$ cat config.mk
export PLATFORM = sky130hd
export DESIGN_NAME = satd_hadamard_acc
export DESIGN_NICKNAME = d
export VERILOG_FILES = /design/src/rtl/satd_pkg.sv /design/src/rtl/satd_had8.sv /design/src/rtl/satd_hadamard_acc.sv
export SDC_FILE = /design/constraint.sdc
export NUM_CORES = 1
export LEC_CHECK = 0
export BUFFER_PORTS_ARGS = -buffer_cell sky130_fd_sc_hd__buf_2
export CAP_MARGIN = 20
export CORE_MARGIN = 3
export CORE_UTILIZATION = 38
export DETAILED_ROUTE_END_ITERATION = 8
export PLACE_DENSITY = 0.65
export SKIP_LAST_GASP = 1
export SLEW_MARGIN = 20
export SYNTH_ARGS = -nofsm -noshare
export SYNTH_HDL_FRONTEND = slang
export SYNTH_SLANG_ARGS = --single-unit
$ cat constraint.sdc
create_clock -name CLK -period 13.27 [get_ports CLK]
set_input_delay 0.6635 -clock CLK [delete_from_list [all_inputs] [get_ports CLK]]
set_output_delay 0.6635 -clock CLK [all_outputs]
set_load 0.01 [all_outputs]
$ cat src/rtl/satd_pkg.sv
// Shared widths, FSM states and row types for the 4x8 Hadamard SATD block.
package satd_pkg;

    localparam int DIFF_W     = 9;
    localparam int ROWS       = 4;
    localparam int COLS       = 8;
    localparam int ROW_COEF_W = 12;
    localparam int COL_COEF_W = 14;
    localparam int ABS_W      = 13;
    localparam int SATD_W     = 18;
    localparam int SUM_W      = 16;  // eight 13-bit magnitudes per column cycle

    typedef enum logic [1:0] {
        ST_ROWS,
        ST_COLS,
        ST_OUT
    } satd_state_e;

    typedef logic [COLS-1:0][DIFF_W-1:0]     diff_row_t;
    typedef logic [COLS-1:0][ROW_COEF_W-1:0] coef_row_t;

    // Residuals are bounded to +/-255, so a column coefficient never exceeds 8160.
    function automatic logic [ABS_W-1:0] abs_coef(input logic signed [COL_COEF_W-1:0] v);
        logic signed [COL_COEF_W-1:0] m;
        m = (v < 0) ? -v : v;
        return m[ABS_W-1:0];
    endfunction

endpackage

$ cat src/rtl/satd_had8.sv
// Combinational 8-point Hadamard: three sign-extending butterfly levels, 9-bit in, 12-bit out.
module satd_had8
    import satd_pkg::*;
(
    input  logic [COLS*DIFF_W-1:0]     diff_row,
    output logic [COLS*ROW_COEF_W-1:0] coef_row
);

    diff_row_t               d;
    coef_row_t               c;
    logic signed [9:0]       s1 [COLS];
    logic signed [10:0]      s2 [COLS];
    logic signed [11:0]      s3 [COLS];

    assign d        = diff_row_t'(diff_row);
    assign coef_row = c;

    always_comb begin
        for (int j = 0; j < 4; j++) begin
            s1[j]   = 10'($signed(d[j])) + 10'($signed(d[j+4]));
            s1[j+4] = 10'($signed(d[j])) - 10'($signed(d[j+4]));
        end
        for (int g = 0; g < COLS; g += 4) begin
            for (int j = 0; j < 2; j++) begin
                s2[g+j]   = 11'(s1[g+j]) + 11'(s1[g+j+2]);
                s2[g+j+2] = 11'(s1[g+j]) - 11'(s1[g+j+2]);
            end
        end
        for (int p = 0; p < 4; p++) begin
            s3[2*p]   = 12'(s2[2*p]) + 12'(s2[2*p+1]);
            s3[2*p+1] = 12'(s2[2*p]) - 12'(s2[2*p+1]);
        end
        for (int k = 0; k < COLS; k++) begin
            c[k] = s3[k];
        end
    end

endmodule

$ cat src/rtl/satd_hadamard_acc.sv
// 4x8 SATD: row Hadamard into a transpose buffer, then two 4-point column Hadamards per cycle
// with abs/accumulate; one result per block over valid/ready.
module satd_hadamard_acc
    import satd_pkg::*;
(
    input  logic                   CLK,
    input  logic                   RST,
    input  logic                   in_valid,
    output logic                   in_ready,
    input  logic [COLS*DIFF_W-1:0] diff_row,
    output logic                   out_valid,
    input  logic                   out_ready,
    output logic [SATD_W-1:0]      satd
);

    satd_state_e                     state;
    logic [1:0]                      row_cnt;
    logic [1:0]                      col_cnt;
    logic [SATD_W-1:0]               acc;
    logic [COLS*ROW_COEF_W-1:0]      row_coef_flat;
    coef_row_t                       row_coef;
    logic signed [ROW_COEF_W-1:0]    buf_q [ROWS][COLS];
    logic [SUM_W-1:0]                col_sum;
    logic                            accept;

    assign in_ready = (state == ST_ROWS);
    assign accept   = in_valid && in_ready;
    assign row_coef = coef_row_t'(row_coef_flat);

    satd_had8 u_had8 (
        .diff_row (diff_row),
        .coef_row (row_coef_flat)
    );

    // NOTE: the transpose buffer has no reset; every row is rewritten before the column pass reads it.
    always_ff @(posedge CLK) begin
        if (accept) begin
            for (int k = 0; k < COLS; k++) begin
                buf_q[row_cnt][k] <= row_coef[k];
            end
        end
    end

    // NOTE: combinational temporaries use blocking '=' and get a value before any read, so no latch forms.
    always_comb begin : col_tree
        logic [2:0]                    col_idx;
        logic signed [COL_COEF_W-1:0]  r0, r1, r2, r3, t0, t1, t2, t3;
        col_sum = '0;
        col_idx = '0;
        for (int k = 0; k < 2; k++) begin
            col_idx = {col_cnt, 1'(k)};
            r0 = 14'(buf_q[0][col_idx]);
            r1 = 14'(buf_q[1][col_idx]);
            r2 = 14'(buf_q[2][col_idx]);
            r3 = 14'(buf_q[3][col_idx]);
            t0 = r0 + r1;
            t1 = r0 - r1;
            t2 = r2 + r3;
            t3 = r2 - r3;
            col_sum = col_sum + SUM_W'(abs_coef(t0 + t2)) + SUM_W'(abs_coef(t0 - t2))
                              + SUM_W'(abs_coef(t1 + t3)) + SUM_W'(abs_coef(t1 - t3));
        end
    end

    // NOTE: all registered state updates use non-blocking '<='.
    always_ff @(posedge CLK) begin
        if (RST) begin
            state     <= ST_ROWS;
            row_cnt   <= '0;
            col_cnt   <= '0;
            acc       <= '0;
            out_valid <= 1'b0;
            satd      <= '0;
        end else begin
            case (state)
                ST_ROWS: begin
                    if (accept) begin
                        row_cnt <= row_cnt + 2'd1;
                        if (row_cnt == 2'(ROWS - 1)) begin
                            state <= ST_COLS;
                        end
                    end
                end
                ST_COLS: begin
                    col_cnt <= col_cnt + 2'd1;
                    if (col_cnt == 2'd3) begin
                        satd      <= acc + SATD_W'(col_sum);
                        acc       <= '0;
                        out_valid <= 1'b1;
                        state     <= ST_OUT;
                    end else begin
                        acc <= acc + SATD_W'(col_sum);
                    end
                end
                ST_OUT: begin
                    if (out_ready) begin
                        out_valid <= 1'b0;
                        state     <= ST_ROWS;
                    end
                end
                default: state <= ST_ROWS;
            endcase
        end
    end

endmodule

# Word level (Yosys, flattened, before mapping)
# Memories as Yosys holds them, arrays and structs flattened.
# Index checks and enable logic that the tools add are counted.
# word_totals
register_bits,43
mem_bits_rw,384
inputBits,76
n_memories,1
# memory_table
memory,words,width,read_ports,rd_ports_with_merged_regs,wr,line_no,source
buf_q,4,96,4,0,1,satd_hadamard_acc.sv:22,logic signed [ROW_COEF_W-1:0] buf_q [ROWS][COLS];
# classes
n_addsub,58
order_cmp,10
eq_ne,8
muxes,43
bitwise,2
n_reduce_logical,7
# ops
operator,count
12-bit binary-select mux with 3-bit select,8
12-bit 2-to-1 mux,16
"14-bit by 1-bit less-than comparator with 1-bit output, second input constant",8
13-bit 2-to-1 mux,8
13-bit negation,8
13-bit by 13-bit adder with 14-bit output,5
16-bit by 13-bit adder with 16-bit output,4
13-bit by 13-bit subtractor with 14-bit output,4
12-bit by 12-bit adder with 13-bit output,4
12-bit by 12-bit subtractor with 13-bit output,4
11-bit by 11-bit adder with 12-bit output,4
11-bit by 11-bit subtractor with 12-bit output,4
10-bit by 10-bit adder with 11-bit output,4
10-bit by 10-bit subtractor with 11-bit output,4
9-bit by 9-bit adder with 10-bit output,4
9-bit by 9-bit subtractor with 10-bit output,4
18-bit by 16-bit adder with 18-bit output,1
18-bit 2-to-1 mux,1
15-bit by 13-bit adder with 16-bit output,1
14-bit by 13-bit adder with 15-bit output,1
"4-bit >= comparator, second input constant",2
2-bit 2-to-1 mux,4
3-bit inverter with 4-bit output,2
"2-bit == test, second input constant",3
other kinds (13),20

# Logic depth before layout (Yosys ltp)
# Gate-level depths: netlist of the first run.
# logic_depth
depth_word,17
depth_mapped,42
mapped_depth_nobuf,40

# Cells and area by module
# A second synthesis of the first run with hierarchy kept.
# hier_totals
hier_cells,4067
hier_area_um2,40661.5
# modules_own_cells
module,n_inst,cells_per_inst,area_each_um2,seq_area_each_um2
satd_hadamard_acc,1,2604,29892.4,12391.9
satd_had8,1,1463,10769.1,0.0

# Worst setup path after synthesis of the first run
# OpenSTA, ideal clock, no wires.
# synth_timing
kind,flip-flop to flip-flop
start,register col_cnt[0]
end,register acc[15]
setup_time_ns,0.070
t_arrival_ns,9.572
setup_slack_ns,3.628
stages_incl_launch_ff,39
path_cell_list,dfxtp_1 -> clkbuf_1 -> buf_1 -> mux4_2 -> ha_1 -> fa_1 -> nand2b_1 -> a21oi_1 -> o21ai_0 -> a21oi_1 -> o21ai_0 -> a21oi_1 -> o21ai_0 -> mux2_2 -> or2_2 -> ha_1 -> nor3_1 -> a31oi_1 -> (+3 left out) -> nand2_1 -> xor2_1 -> fa_1 -> fa_1 -> fa_1 -> inv_1 -> fa_1 -> inv_1 -> ha_1 -> a21o_1 -> a21oi_1 -> o21a_1 -> o31a_1 -> o31a_1 -> nor2b_1 -> xor2_1 -> or3_1 -> a21oi_1
# synth_via
elab_chain_cells,17
elab_cells_between_ends,76
# synth_rtl
item,line_no,source
"start, declared",satd_hadamard_acc.sv:18,logic [1:0] col_cnt;
"start signal, assigned",satd_hadamard_acc.sv:85,col_cnt <= col_cnt + 2'd1;
3-bit inverter with 4-bit output (not written as such),n/a,
"12-bit binary-select mux with 3-bit select, on equally long branches",n/a,
"12-bit 2-to-1 mux, on equally long branches (2 in a row)",n/a,
"12-bit by 12-bit adder with 13-bit output, on equally long branches","satd_hadamard_acc.sv:56, satd_hadamard_acc.sv:58",
13-bit by 13-bit adder with 14-bit output / 13-bit by 13-bit subtractor with 14-bit output (equally long branches),satd_hadamard_acc.sv:60,col_sum = col_sum + SUM_W'(abs_coef(t0 + t2)) + SUM_W'(abs_coef(t0 - t2))
13-bit negation / 14-bit by 1-bit less-than comparator with 1-bit output (equally long branches),satd_pkg.sv:25,m = (v < 0) ? -v : v;
13-bit 2-to-1 mux,satd_pkg.sv:25,
13-bit by 13-bit adder with 14-bit output,satd_hadamard_acc.sv:60,
14-bit by 13-bit adder with 15-bit output,satd_hadamard_acc.sv:61,+ SUM_W'(abs_coef(t1 + t3)) + SUM_W'(abs_coef(t1 - t3));
15-bit by 13-bit adder with 16-bit output,satd_hadamard_acc.sv:61,
16-bit by 13-bit adder with 16-bit output (2 in a row),satd_hadamard_acc.sv:60,
16-bit by 13-bit adder with 16-bit output (2 in a row),satd_hadamard_acc.sv:61,
18-bit by 16-bit adder with 18-bit output,satd_hadamard_acc.sv:92,acc <= acc + SATD_W'(col_sum);
18-bit 2-to-1 mux (*),satd_hadamard_acc.sv:86,if (col_cnt == 2'd3) begin
"end signal, assigned",satd_hadamard_acc.sv:92,
"end, declared",satd_hadamard_acc.sv:19,logic [SATD_W-1:0] acc;
# Mark *: on every way between the ends. The rest lies on a longest branch, timed or not. The select of a mux whose other input is x is not followed.
# A chain may end at the register's enable or synchronous reset.

# Worst setup path after layout of the first run
# Same ends and word-level chain as after synthesis.

==> out/metrics.yaml, run 1 <==
synthFlopType: "edfxtp_1"
die-area_um2: 102200
numCtsBuffers: 42
clk_pin_slew_ps: 60
slowest_stage: "dfxtp_4"
slew_viol_final: 0
synthArstFlopShare: 0
cpMostUsedCell: "fa_1"
post_drt_via_cell_ratio: 5.167
end_kind: "flop"
vias: 25920
cts_hold_buf: 0
hp-class: "primary input to flop"
routed_wl_um: 90430
cts_resized: 0
required_ps: 13770
die_h_um: 319.6
fillers: 9344
antenna_left: 0
tns_ps: 0
grt_pass1_vias: 25620
worstSetupStartpointType: "flop"
max_stage_delay_ps: 830
setup_viol_count_final: 0
cts_tree: "yes"
num-nets-final: 4382
drive_above_1_share: 0.08636
synth.net_count: 4331
relSlewSlack: 0.2966
fp-row-count: 114
antenna_found_initial: 0
ys_types: 91
cts_setup_buffers: 0
clock_skew_ps: 28.36
grt_overflow: 0
antennaDiodeCount: 0
numPlacedInstances: 4941
clock_sinks: 411
synth_edf_count: 368
clockBufferDepth: 3
seq_area_um2: 11920
drtIter0Drc: 1844
status: "complete, no violations"
max_clock_freq_mhz: 95.34
start_util: 0.3848
avgSynthCellArea_um2: 10.22
period_needed_ps: 10490
syn_area_um2: 37380
ys_warn_count: 0
io_pins: 96
die_width_um: 319.6
drcViolationCount: 0
hold_slack_ps: 366.1
cap_violations: 0
grtUsageTotal: 0.1750
syn2layout_area_growth_pct: 8.168
cts-root-buf: "clkbuf_16"
gp_congestion: 0.8831
crit_type: "flop to flop"
clkLatencyLatePin_ps: 580
grt_start_max_net_pins: 80
dr.pass1.iters: 6
io_buffers: 95
htree_num_levels: 2
cp_max_fo: 38
wire_per_inst_um: 18.03
hpwl_um: 74480
yosysSeqAreaShare: 0.3187
grt_pass1_wl_um: 140200
ys_ff_latch: 411
core_um2: 97140
rsz0062_at_grt: "false"
hold_viol: 0
min_period_over_period: 0.7904
syn-instance-count: 3659
cp.arrival_ps: 10990
tightest_slew_ps: 1055
multiInputGateArea_um2: 23110
utilization: 0.4162
instances_no_fill: 5016
==> per-layer routing <==
metal	share of wire	global-route usage	vias up
met3	0.055	0.02474	114
met5	0	0	-
met1	0.46	0.2377	12350
met4	0.028	0.04980	0
li1	-	-	12820
met2	0.46	0.2918	632
==> synthesized netlist by cell type (47+ instances only) <==
cell	n	area [um^2]
edfxtp_1	368	11050
inv_1	517	1941
a21oi_1	303	1516
a21o_1	47	352.8
xnor2_1	322	2820
mux4_2	92	2072
fa_1	129	2582
o21bai_1	143	1074
xor2_1	112	980.9
ha_1	467	5843
o21ai_0	94	470.5
nand2_1	137	514.2
nor3_1	71	355.3
clkbuf_1	64	240.2
nor2_1	227	852.1
==> cell families (layout without fill, tap and decap cells) <==
group,after synthesis,in the layout,synth area share
adder cells (fa/ha/maj),596,596,0.2254
multiplexers,108,108,0.05989
XOR/XNOR,434,434,0.1017
AND/OR/NAND/NOR,671,671,0.08757
flip-flops,411,411,0.3187
buffers and inverters,616,697,0.06350
AO/OA/AOI/OAI,823,823,0.1432
==> worst paths after layout <==
check / startpoint / slack [ps] / to / cells past startpoint
worst max-delay path: col_cnt[0] / 2780 / acc[15] / 31
worst min-delay path: out_ready / 370 / state[1] / 4
worst max register to register: col_cnt[0] / 2780 / acc[15] / 31
worst min register to register: satd[17] / 450 / satd[17] / 2
==> cells in the final DEF, fill, tap and decap left out, types with 92 or more instances in the layout <==
cell,count
ha_1,467
fa_1,129
o21bai_1,143
nand2_1,137
edfxtp_1,368
inv_1,517
a21oi_1,303
o21ai_0,94
nor2_1,227
mux4_2,92
buf_2,95
xor2_1,112
xnor2_1,322
==> state kept, by name, indices dropped and copies added (netlist names) <==
name	cells
state	2
satd	18
col_cnt	2
buf_q	368
acc	18
out_valid	1
row_cnt	2
==> critical path, delay by kind of cell (launching register included) <==
kind            cells  cell delay [ps]
buf+inv             4             1350
fa+ha+maj           7             3070
compound gates     11             2790
mux                 2              970
simple gates        5             1040
xor+xnor            2              310
flops               1              830
==> per-stage QoR <==
stage	setup slack [ps]	area, um^2
after global placement	2905	39120
after CTS	2771	40400
after floorplan	3628	37380
final	2781	40430
after global routing	1904	40430
after detailed placement	2765	39120
==> cell type report <==
cell class                      count  area share
Clock buffer                       49     0.02665
Sequential cell                   411      0.2948
Clock inverter                     25    0.005199
Multi-Input combinational cell   2632      0.5717
Timing Repair Buffer              105     0.01411
Tap cell                         1276     0.03949
Inverter                          518     0.04809
Power of run 1 is left out: the tool's default activity adds up to more than one toggle a clock period on the data nets, which glitch-free logic cannot reach.
==> run 2, diff against run 1 <==
==> constraint.sdc (replaced) <==
create_clock -name CLK -period 10.74 [get_ports CLK]
set_input_delay 0.537 -clock CLK [delete_from_list [all_inputs] [get_ports CLK]]
set_output_delay 0.537 -clock CLK [all_outputs]
set_load 0.01 [all_outputs]
==> out/metrics.yaml, run 2 (synthesis gave the netlist of run 1 again) <==
status: "complete, no violations"
routed_wl_um: 92750  # +2.6%
grt_pass1_wl_um: 144900  # +3.3%
holdPathStages: 4  # unchanged
start_util: 0.3848  # unchanged
wire_per_inst_um: 18.46  # +2.4%
post_drt_via_cell_ratio: 5.225  # +1.1%
grt_start_max_net_pins: 81  # +1.3%
num-nets-final: 4386  # +0.091%
end_kind: "flop"
whs_endpoint: "state[1]"
reg2reg_slack_ps: 710  # -2070 ps
max_clock_freq_mhz: 99.74  # +4.6%
r2r-start: "col_cnt[0]"
cts_setup_buffers: 0  # unchanged
grt_pass1_vias: 26130  # +2.0%
slew_viol_final: 0  # unchanged
die_h_um: 319.6  # unchanged
io_pins: 96  # unchanged
grt_overflow: 0  # unchanged
clockBufferDepth: 3  # unchanged
layout.cells.most_common: "inv_1"
syn2layout_area_growth_pct: 8.165  # about the same
htree_num_levels: 2  # unchanged
layout_common_cells: "inv_1 (517), ha_1 (467), edfxtp_1 (368), xnor2_1 (322), a21oi_1 (303)"
fp-row-count: 114  # unchanged
fillers: 9355  # +0.12%
largest_register: "buf_q"
grtUsageTotal: 0.1793  # +0.004380
cts_tree: "yes"
cp.arrival_ps: 10550  # -440 ps
largest_register_ffs: 368  # unchanged
hp-class: "primary input to flop"
relSlewSlack: 0.2728  # -0.02378
max_stage_delay_ps: 580  # -250 ps
clock_sinks: 411  # unchanged
crit_buf_inv: 5  # +1
core_um2: 97140  # unchanged
tightest_slew_ps: 1091  # +35.68 ps
io_buffers: 95  # unchanged
slowest_stage: "dfxtp_4"
reg2reg_to: "satd[16]"
worstSetupStartpointType: "flop"
die-area_um2: 102200  # unchanged
reg2reg_depth: 38  # +23%
min_period_over_period: 0.9335  # +0.1431
drcViolationCount: 0  # unchanged
gp_congestion: 0.9125  # +3.3%
period_needed_ps: 10030  # -462.8 ps
rsz0062_at_grt: "false"
hpwl_um: 76440  # +2.6%
antenna_left: 0  # unchanged
clk_pin_slew_ps: 60  # about the same
top_regs: "buf_q: 368 flops, acc: 18 flops, satd: 18 flops"
die_width_um: 319.6  # unchanged
cts-root-buf: "clkbuf_16"
required_ps: 11270  # -2500 ps
tns_ps: 0  # unchanged
drive_above_1_share: 0.08729  # +0.0009295
clock_skew_ps: 54.47  # +26.11 ps
vias: 26250  # +1.3%
hold_viol: 0  # unchanged
setup_viol_count_final: 0  # unchanged
cp_max_fo: 19  # -50%
clkLatencyLatePin_ps: 600  # +20 ps
cts_hold_buf: 0  # unchanged
cap_violations: 0  # unchanged
dr.pass1.iters: 5  # -1
crit_family: "adder cells"
antenna_found_initial: 2  # +2
worstHoldStart: "out_ready"
numCtsBuffers: 41  # -2.4%
drtIter0Drc: 1699  # -7.9%
cts_resized: 0  # unchanged
crit_type: "flop to flop"
==> run 2: cell count changes in the layout (fill, tap and decap cells not counted), moves of 2 or more <==
cell,delta
diode_2,+2
clkinv_1,+2
buf_4,+5
inv_6,-2
clkinv_2,+3
==> run 2: how the worst max path moves through the flow <==
stage | to | cells past startpoint | start | slack (ps)
after floorplan | acc[15] | 38 | col_cnt[0] | 1100
after global placement | satd[16] | 35 | col_cnt[0] | 870
after detailed placement | satd[16] | 33 | col_cnt[0] | 740
after CTS | satd[16] | 33 | col_cnt[0] | 750
after global routing | satd[16] | 38 | col_cnt[0] | 50
final | satd[16] | 38 | col_cnt[0] | 710
==> run 2: area by class of cell <==
class                   count  area (um^2)  area share
multi-input cells        2632        23110      0.5717
well taps                1276         1597     0.03949
clock inverters            27        207.7    0.005137
inverters                 518         1944     0.04809
clock buffers              48         1052     0.02603
repair buffers            110        591.8     0.01464
flip-flops and latches    411        11920      0.2948
diodes                      2        5.005   0.0001238
==> run 2: worst min-delay path: cells and delay by family <==
| family | cells | cell delay, ps |
|---|---|---|
| buffers and inverters | 1 | 90 |
| AO/OA/AOI/OAI | 1 | 50 |
| AND/OR/NAND/NOR | 2 | 90 |
==> run 2: routing by layer <==
| metal | track usage | up-vias | part of all wire |
|---|---|---|---|
| li1 | - | 12820 | - |
| met1 | 0.2435 | 12700 | 0.46 |
| met2 | 0.3065 | 601 | 0.47 |
| met3 | 0.01455 | 131 | 0.040 |
| met4 | 0.05309 | 0 | 0.029 |
| met5 | 0 | - | 0 |
==> run 2: through the flow <==
stage,setup WS (ps),area [um^2],std cells,util,hold slack [ps]
after floorplan,1098,37380,3659,-,436.2
after global placement,872.3,39160,4947,0.4031,441.8
after detailed placement,741.5,39160,4947,0.4031,442.8
after CTS,750.9,40420,5022,0.4161,188.1
after global routing,50.23,40430,5024,0.4162,231.7
final,714.1,40430,5024,0.4162,225.9
Power of run 2 is left out for the same reason.
